`config.mk`:
```
export PLATFORM = sky130hd
export DESIGN_NAME = rx_frame_parser
export DESIGN_NICKNAME = d
export VERILOG_FILES = /design/src/rtl/rx_frame_parser.sv
export SDC_FILE = /design/constraint.sdc
export NUM_CORES = 1
export LEC_CHECK = 0
export BUFFER_PORTS_ARGS = -buffer_cell sky130_fd_sc_hd__buf_4
export CORE_MARGIN = 2
export CORE_UTILIZATION = 50
export CTS_CLUSTER_DIAMETER = 120
export DETAILED_ROUTE_END_ITERATION = 16
export HOLD_SLACK_MARGIN = 0.12
export PLACE_DENSITY = 0.7
export RECOVER_POWER = 100
export SLEW_MARGIN = 5
export SYNTH_ARGS = -nofsm -noshare
export SYNTH_HDL_FRONTEND = slang
export SYNTH_SLANG_ARGS = --single-unit
export TNS_END_PERCENT = 50
```
`constraint.sdc`:
```
create_clock -name clk -period 3.09 [get_ports clk]
set_input_delay 0.1545 -clock clk [delete_from_list [all_inputs] [get_ports clk]]
set_output_delay 0.1545 -clock clk [all_outputs]
set_load 0.05 [all_outputs]
```
`src/rtl/rx_frame_parser.sv`:
```
// Receive-side frame parser: packs MII nibbles into bytes, captures the Ethernet
// header and produces a per-frame verdict (FCS residue, length, nibble alignment).
module rx_frame_parser #(
    parameter int MIN_BYTES = 64,
    parameter int MAX_BYTES = 1518,
    parameter bit CHECK_CRC = 1'b1
) (
    input  logic        clk,
    input  logic        reset,
    input  logic        nib_start,
    input  logic        nib_valid,
    input  logic [3:0]  nib_data,
    input  logic        nib_end,
    output logic        out_byte_valid,
    output logic [7:0]  out_byte,
    output logic [10:0] out_byte_idx,
    output logic        hdr_valid,
    output logic [47:0] dst_mac,
    output logic [47:0] src_mac,
    output logic [15:0] ethertype,
    output logic        frame_done,
    output logic        frame_ok,
    output logic        err_crc,
    output logic        err_len,
    output logic        err_odd
);

    typedef enum logic [1:0] {ST_IDLE = 2'd0, ST_LO = 2'd1, ST_HI = 2'd2, ST_END = 2'd3} state_t;

    localparam logic [10:0] LP_MIN     = 11'(MIN_BYTES);
    localparam logic [10:0] LP_MAX     = 11'(MAX_BYTES);
    localparam logic [31:0] LP_RESIDUE = 32'hDEBB20E3;

    // Reflected CRC-32 over one byte, LSB first
    function automatic logic [31:0] crc32_byte(input logic [31:0] crc, input logic [7:0] data);
        logic [31:0] c;
        c = crc ^ {24'd0, data};
        for (int i = 0; i < 8; i++) begin
            c = c[0] ? ((c >> 1) ^ 32'hEDB88320) : (c >> 1);
        end
        return c;
    endfunction

    state_t        r_state;
    state_t        w_next;
    logic          r_end_d;
    logic [3:0]    r_lo;
    logic [10:0]   r_byte_cnt;
    logic [31:0]   r_crc;
    logic [111:0]  r_hdr;
    logic          r_byte_valid, r_hdr_valid, r_done, r_ok, r_err_crc, r_err_len, r_err_odd;
    logic [7:0]    r_byte;
    logic [10:0]   r_idx;

    logic          w_end_edge, w_lo_take, w_byte, w_end_take, w_odd;
    logic [7:0]    w_byte_data;
    logic [10:0]   w_cnt_next;
    logic [31:0]   w_crc_next;
    logic          w_err_crc, w_err_len;

    assign w_end_edge  = nib_end & ~r_end_d;
    assign w_byte_data = {nib_data, r_lo};

    // State register
    always_ff @(posedge clk or negedge reset) begin
        if (!reset) begin
            r_state <= ST_IDLE;
        end else begin
            r_state <= w_next;
        end
    end

    // Next-state logic; a start pulse restarts from any state
    always_comb begin
        w_next = r_state;
        if (nib_start) begin
            w_next = nib_valid ? ST_HI : ST_LO;
        end else begin
            case (r_state)
                ST_IDLE: w_next = ST_IDLE;
                ST_LO:   w_next = w_end_edge ? ST_END : (nib_valid ? ST_HI : ST_LO);
                ST_HI:   w_next = w_end_edge ? ST_END : (nib_valid ? ST_LO : ST_HI);
                ST_END:  w_next = ST_IDLE;
                default: w_next = ST_IDLE;
            endcase
        end
    end

    // Per-state decode; a nibble arriving with the end edge is consumed before the end
    always_comb begin
        w_lo_take  = 1'b0;
        w_byte     = 1'b0;
        w_end_take = 1'b0;
        w_odd      = 1'b0;
        if (nib_start) begin
            w_lo_take = nib_valid;
        end else begin
            case (r_state)
                ST_LO: begin
                    w_lo_take  = nib_valid;
                    w_end_take = w_end_edge;
                    w_odd      = nib_valid;
                end
                ST_HI: begin
                    w_byte     = nib_valid;
                    w_end_take = w_end_edge;
                    w_odd      = ~nib_valid;
                end
                default: begin
                    w_lo_take = 1'b0;
                end
            endcase
        end
    end

    // Next byte count / CRC including any byte completed this cycle
    always_comb begin
        if (w_byte) begin
            w_cnt_next = (r_byte_cnt == 11'h7FF) ? r_byte_cnt : (r_byte_cnt + 11'd1);
            w_crc_next = crc32_byte(r_crc, w_byte_data);
        end else begin
            w_cnt_next = r_byte_cnt;
            w_crc_next = r_crc;
        end
        w_err_crc = CHECK_CRC && (w_crc_next != LP_RESIDUE);
        w_err_len = (w_cnt_next < LP_MIN) || (w_cnt_next > LP_MAX);
    end

    // Datapath: byte assembly, header shift-in, CRC, verdict flags
    always_ff @(posedge clk or negedge reset) begin
        if (!reset) begin
            r_end_d      <= 1'b0;
            r_lo         <= 4'd0;
            r_byte_cnt   <= 11'd0;
            r_crc        <= 32'hFFFFFFFF;
            r_hdr        <= 112'd0;
            r_byte_valid <= 1'b0;
            r_byte       <= 8'd0;
            r_idx        <= 11'd0;
            r_hdr_valid  <= 1'b0;
            r_done       <= 1'b0;
            r_ok         <= 1'b0;
            r_err_crc    <= 1'b0;
            r_err_len    <= 1'b0;
            r_err_odd    <= 1'b0;
        end else begin
            r_end_d      <= nib_end;
            r_byte_valid <= w_byte && (r_byte_cnt < LP_MAX);
            r_hdr_valid  <= w_byte && (r_byte_cnt == 11'd13);
            r_done       <= w_end_take;
            if (nib_start) begin
                r_crc      <= 32'hFFFFFFFF;
                r_byte_cnt <= 11'd0;
                r_hdr      <= 112'd0;
            end else begin
                r_crc      <= w_crc_next;
                r_byte_cnt <= w_cnt_next;
                if (w_byte && (r_byte_cnt < 11'd14)) begin
                    r_hdr <= {r_hdr[103:0], w_byte_data};
                end
            end
            if (w_lo_take) begin
                r_lo <= nib_data;
            end
            if (w_byte) begin
                r_byte <= w_byte_data;
                r_idx  <= r_byte_cnt;
            end
            if (w_end_take) begin
                r_err_crc <= w_err_crc;
                r_err_len <= w_err_len;
                r_err_odd <= w_odd;
                r_ok      <= ~(w_err_crc | w_err_len | w_odd);
            end
        end
    end

    assign out_byte_valid = r_byte_valid;
    assign out_byte       = r_byte;
    assign out_byte_idx   = r_idx;
    assign hdr_valid      = r_hdr_valid;
    assign dst_mac        = r_hdr[111:64];
    assign src_mac        = r_hdr[63:16];
    assign ethertype      = r_hdr[15:0];
    assign frame_done     = r_done;
    assign frame_ok       = r_ok;
    assign err_crc        = r_err_crc;
    assign err_len        = r_err_len;
    assign err_odd        = r_err_odd;

endmodule

```
# == Yosys cells after proc, flatten, opt, wreduce, memory -nomap -nowiden ==
# Cells that the tools add are included.
# totals
register_bits,188
input_bits,9
word_cells,78
# op_classes
n_addsub,1
magnitude_cmp,4
n_eq_ne,6
muxes,29
n_bitwise,15
reduce_logical,8
# ops
op,count
2-to-1 mux 32 bit,10
2-to-1 mux 112 bit,2
inverter 13 -> 14 bit,8
2-to-1 mux 11 bit,3
inequality test 32 bit (second input constant),1
bitwise XOR 32 x 8 -> 32 bit,1
adder 11 x 1 -> 11 bit (second input constant),1
equality test 11 bit (second input constant),1
equality test 11 x 4 -> 1 bit (second input constant),1
greater-than comparator 11 bit (second input constant),1
less-than comparator 11 bit (second input constant),1
less-than comparator 11 x 4 -> 1 bit (second input constant),1
less-than comparator 11 x 7 -> 1 bit (second input constant),1
2-to-1 mux 2 bit,5
2-to-1 mux 1 bit,7
case mux 2 bit (3 select lines),1
equality test 2 bit (second input constant),2
OR reduction 2 bit,2
logical AND 1 bit,3
inverter 1 bit,3
equality test 2 x 1 -> 1 bit (second input constant),1
zero test 2 bit,1
bitwise OR 1 bit,2
case mux 1 bit (2 select lines),1
3 further kinds,3

# == Logic depth before layout (Yosys ltp) ==
# logic_depth
word_depth,22
ltp_mapped,11
depth_no_buf,10

# == Worst setup path before layout ==
# No wires, ideal clock.
# synth_path
path_kind,reg-to-reg
start,register r_byte_cnt[1]
end,register r_ok (netlist: frame_ok)
setup_ns,0.121
arrival_ns,2.541
required_time_ns,2.969
setup_slack_ns,0.428
stages_incl_launch_ff,11
n_path_buf,2
cell_sequence,dfrtp_1 > ha_1 > and3_1 > buf_2 > and3_1 > clkbuf_1 > and3_1 > a2111o_1 > a2111oi_0 > nor3_1 > a32o_2
# synth_between
elab_chain_cells,8
word_cells_on_any_way,10
cone_classes,add/sub: 1; order compare: 2; eq/ne: 1; mux: 2; bitwise: 3; reduce/logical: 1
# synth_rtl
item,line,source
"start, declared",48,logic [10:0] r_byte_cnt;
"start signal, assigned",157,r_byte_cnt <= w_cnt_next;
adder 11 x 1 -> 11 bit or equality test 11 bit (tied branches),119,w_cnt_next = (r_byte_cnt == 11'h7FF) ? r_byte_cnt : (r_byte_cnt + 11'd1);
2-to-1 mux 11 bit,119,
2-to-1 mux 11 bit (*),118,if (w_byte) begin
less-than comparator 11 x 7 -> 1 bit or greater-than comparator 11 bit (tied branches),126,w_err_len = (w_cnt_next < LP_MIN) || (w_cnt_next > LP_MAX);
logical OR 1 bit (*),126,
bitwise OR 1 bit (*) (2 in a row),173,r_ok <= ~(w_err_crc | w_err_len | w_odd);
inverter 1 bit (*),173,
"end signal, assigned",173,
"end, declared",51,"logic r_byte_valid, r_hdr_valid, r_done, r_ok, r_err_crc, r_err_len, r_err_odd;"
# Every way passes the cells marked *; elsewhere a longest branch is shown, timed or not.
# A chain may end at the register's enable or synchronous reset.

# == Worst setup path in the final report ==
# layout_path
start,register r_crc[7]
end,register r_ok (netlist: frame_ok)
# layout_between
elab_chain_cells,15
# layout_rtl
item,line,source
"start, declared",49,logic [31:0] r_crc;
"start signal, assigned",156,r_crc <= w_crc_next;
bitwise XOR 32 x 8 -> 32 bit,37,"c = crc ^ {24'd0, data};"
2-to-1 mux 32 bit,39,c = c[0] ? ((c >> 1) ^ 32'hEDB88320) : (c >> 1);
inverter 13 -> 14 bit (no line),-,
2-to-1 mux 32 bit (7 in a row),39,
2-to-1 mux 32 bit (*),118,
inequality test 32 bit (*),125,w_err_crc = CHECK_CRC && (w_crc_next != LP_RESIDUE);
bitwise OR 1 bit (*) (2 in a row),173,
inverter 1 bit (*),173,
# Marks and branches as above.

==> flow_metrics.env <==
export IMPL_drt_first_iter_violations=414
export IMPL_met2_usage=0.359
export IMPL_finalHoldViolations=0
export IMPL_crit_slowest_cell="dfstp_1"
export IMPL_fin_crit_ps=2910
export IMPL_synth_main_ff_cell="dfrtp_1"
export IMPL_ys_seq_elements=188
export IMPL_rsz0062_at_grt="no"
export IMPL_cp_end_kind="flip-flop"
export IMPL_drtPass1Iterations=6
export IMPL_htreeDepth=4
export IMPL_synth_top_area_frac=0.439
export IMPL_whs_ps=433
export IMPL_startpoint="r_crc[7]"
export IMPL_synth_top_family_by_area="simple AND/OR/NAND/NOR gates"
export IMPL_wirelength_mm=21.5
export IMPL_synthMuxAreaShare=0.0200
export IMPL_core_um2=17400
export IMPL_dpl_cell_area_um2=10300
export IMPL_cts_tree="done"
export IMPL_io_pins=147
export IMPL_synth_nets=940
export IMPL_antenna_found_initial=0
export IMPL_dp_cells=1262
export IMPL_synthCells=926
export IMPL_met1_usage=0.333
export IMPL_clock_skew_ps=10.8
export IMPL_grt_pass1_vias=6588
export IMPL_fin_util=0.593
export IMPL_area_growth_pct=15.7
export IMPL_vias=6830
export IMPL_max_freq_ghz=0.343
export IMPL_rows=48
export IMPL_ys_warn_count=0
export IMPL_ys_seq_area_frac=0.533
export IMPL_ir_worst_vdd_v=0.000479
export IMPL_start_kind="flip-flop"
export IMPL_drtAntennaViolNets=0
export IMPL_synth_top_cell_by_area="dfrtp_1"
export IMPL_p_per_area_nw_per_um2=657
export IMPL_grt_max_degree=94
export IMPL_async_reset_ff_frac=1.00
export IMPL_cts_buffers=17
export IMPL_crit_chain="xnor2_1 > xnor2_2 > xnor3_1 > mux2i_1 > nand2_2 > a2111oi_2 > and4_1 > a32o_2"
export IMPL_port_buffer_count=146
export IMPL_leakagePower_nw=4.40
export IMPL_min_path_type="input port to flip-flop"
export IMPL_critPathArrivalTime_ps=3280
export IMPL_layout_drive_gt1_share=0.110
export IMPL_synthXorXnorAreaFrac=0.104
export IMPL_fin_setup_tns_ps=0
export IMPL_gp_congestion=0.916
export IMPL_path_max_fanout=7
export IMPL_setup_violations=0
export IMPL_drv_cap=1
export IMPL_wl_per_cell_um=16.5
export IMPL_r2r_start="r_crc[7]"
export IMPL_place_ws_ps=256
export IMPL_start_util=0.513
export IMPL_fin_nets=1078
export IMPL_endpoint="frame_ok"
export IMPL_grt_busiest_layer="met2"
export IMPL_syn_mean_instance_area_um2=9.61
export IMPL_synth_area_um2=8900
export IMPL_grt_use_total=0.237
export IMPL_die_x_um=137
export IMPL_status="complete, but fails checks"
export IMPL_finalMaxSlewViolations=71
export IMPL_min_period_over_period=0.943
export IMPL_clock_path_buffers=2
export IMPL_r2r_end="frame_ok"
export IMPL_synthAdderAreaFrac=0.00703
export IMPL_violations="max-capacitance violations, max-slew violations"
export IMPL_dp_hpwl_mm=15.0
export IMPL_antennaDiodeCount=0
export IMPL_ys_types=59
export IMPL_gr_usage_met3=0.0699
export IMPL_rr_worst_depth=8
export IMPL_fin_ws_ps=177
export IMPL_synth_edf_count=0
export IMPL_maxSlewHeadroom=-0.128
export IMPL_vias_per_cell=5.25
export IMPL_synth_simple_gate_area_share=0.182
export IMPL_path_clk_slew_ps=70
export IMPL_fillers=1640
export IMPL_grt_pass1_wl_mm=34.8
export IMPL_yosys_top_cells_area="dfrtp_1 (44%), nand2_1 (13%), dfstp_2 (9.4%), o21ai_0 (7.0%), xnor2_1 (3.1%)"
export IMPL_path_class="flip-flop to flip-flop"
export IMPL_tightest_slew_ps=1690
export IMPL_clk_latency_ps=430
export IMPL_finalInstanceArea_um2=10300
export IMPL_layout_cells_non_filler=1302
export IMPL_die_height_um=137
export IMPL_overflow=0
export IMPL_die_area_um2=18900
export IMPL_max_stage_delay_ps=590
export IMPL_cp_required_ps=3450
export IMPL_clockRootBuffer="clkbuf_16"
export IMPL_synth_compound_area_frac=0.119
export IMPL_p_total_mw=6.77
export IMPL_cts_sinks=188
export IMPL_cts_setup_buffers=0
export IMPL_drc=0
export IMPL_r2r_slack_ps=180
==> report_power, final <==
part	switching, mW	internal [mW]
clock	1.04	1.14
combinational	1.15	0.692
sequential	0.128	2.63
total	2.31	4.46
==> timing repair <==
action,CTS,global route
endpoints found under the setup margin,0,1
hold endpoints to repair,90,0
resized for setup,0,1
hold buffers,8,0
==> registers in the layout, indices dropped and copies added, names as in the netlist <==
name and cells:
err_crc 1, frame_ok 1, hdr_valid 1, r_lo 4, out_byte_valid 1, out_byte 8, r_hdr 112, r_crc 32
r_byte_cnt 11, out_byte_idx 11, r_end_d 1, err_odd 1, frame_done 1, err_len 1, r_state 2
==> critical path, delay by kind of cell (launching register included) <==
| family | cells | cell delay (ps) |
|---|---|---|
| AND/OR/NAND/NOR | 2 | 360 |
| XOR/XNOR | 3 | 1130 |
| AO/OA/AOI/OAI | 2 | 530 |
| flip-flops | 1 | 590 |
| multiplexers | 1 | 230 |
==> Yosys cell counts, types with 3 or more instances <==
| cell type | count |
|---|---|
| xnor2_1 | 32 |
| xnor2_2 | 6 |
| buf_1 | 5 |
| dfstp_2 | 32 |
| nand2b_1 | 5 |
| a31oi_1 | 8 |
| nand3_1 | 8 |
| o211ai_1 | 16 |
| a211oi_1 | 3 |
| nand4_1 | 5 |
| dfrtp_1 | 156 |
| a21oi_1 | 15 |
| ha_1 | 5 |
| mux2_2 | 6 |
| and3_1 | 7 |
| nor2_1 | 29 |
| nor3_1 | 9 |
| mux2i_1 | 11 |
| inv_1 | 6 |
| xnor3_1 | 5 |
| clkbuf_1 | 48 |
| xor2_1 | 21 |
| xnor2_4 | 6 |
| o21ai_0 | 124 |
| nand2_1 | 310 |
==> cells in the final DEF (no fill, tap or decap), types with 9 or more instances in the layout <==
cell and n:
xor2_1 21, o211ai_1 16, nor2_1 28, o21ai_0 125, mux2i_1 11, nor3_1 9, a21oi_1 15, dfstp_2 30
nand2_1 310, xnor2_1 33, dfrtp_1 156, buf_4 11, clkbuf_16 17, clkbuf_1 149
==> worst min-delay path by stage <==
stage                                   to    start  depth (start not counted)
after global routing               r_end_d  nib_end                          2
after CTS                 out_byte_idx[10]    reset                          2
after floorplan                    err_crc    reset                          0
final                              r_end_d  nib_end                          2
after detailed placement  out_byte_idx[10]    reset                          1
after global placement    out_byte_idx[10]    reset                          1
==> routing by layer <==
layer / vias up / wire [um]
li1: 3363 / -
met1: 3278 / 10100
met2: 162 / 9900
met3: 27 / 1170
met4: 0 / 318
met5: - / 0
==> area by class of cell <==
class	count	area, um^2	area share
Sequential cell	188	4740	0.461
Tap cell	225	282	0.0273
Multi-Input combinational cell	670	3840	0.373
Timing Repair Buffer	180	817	0.0793
Inverter	7	28.8	0.00279
Clock inverter	15	159	0.0154
Clock buffer	17	425	0.0413
==> cells by family after synthesis <==
logic type | Yosys count
xor+xnor | 74
mux | 17
simple gates | 390
fa+ha+maj | 5
flops | 188
compound gates | 184
buf+inv | 68
Power figures use the tool's default switching activity.
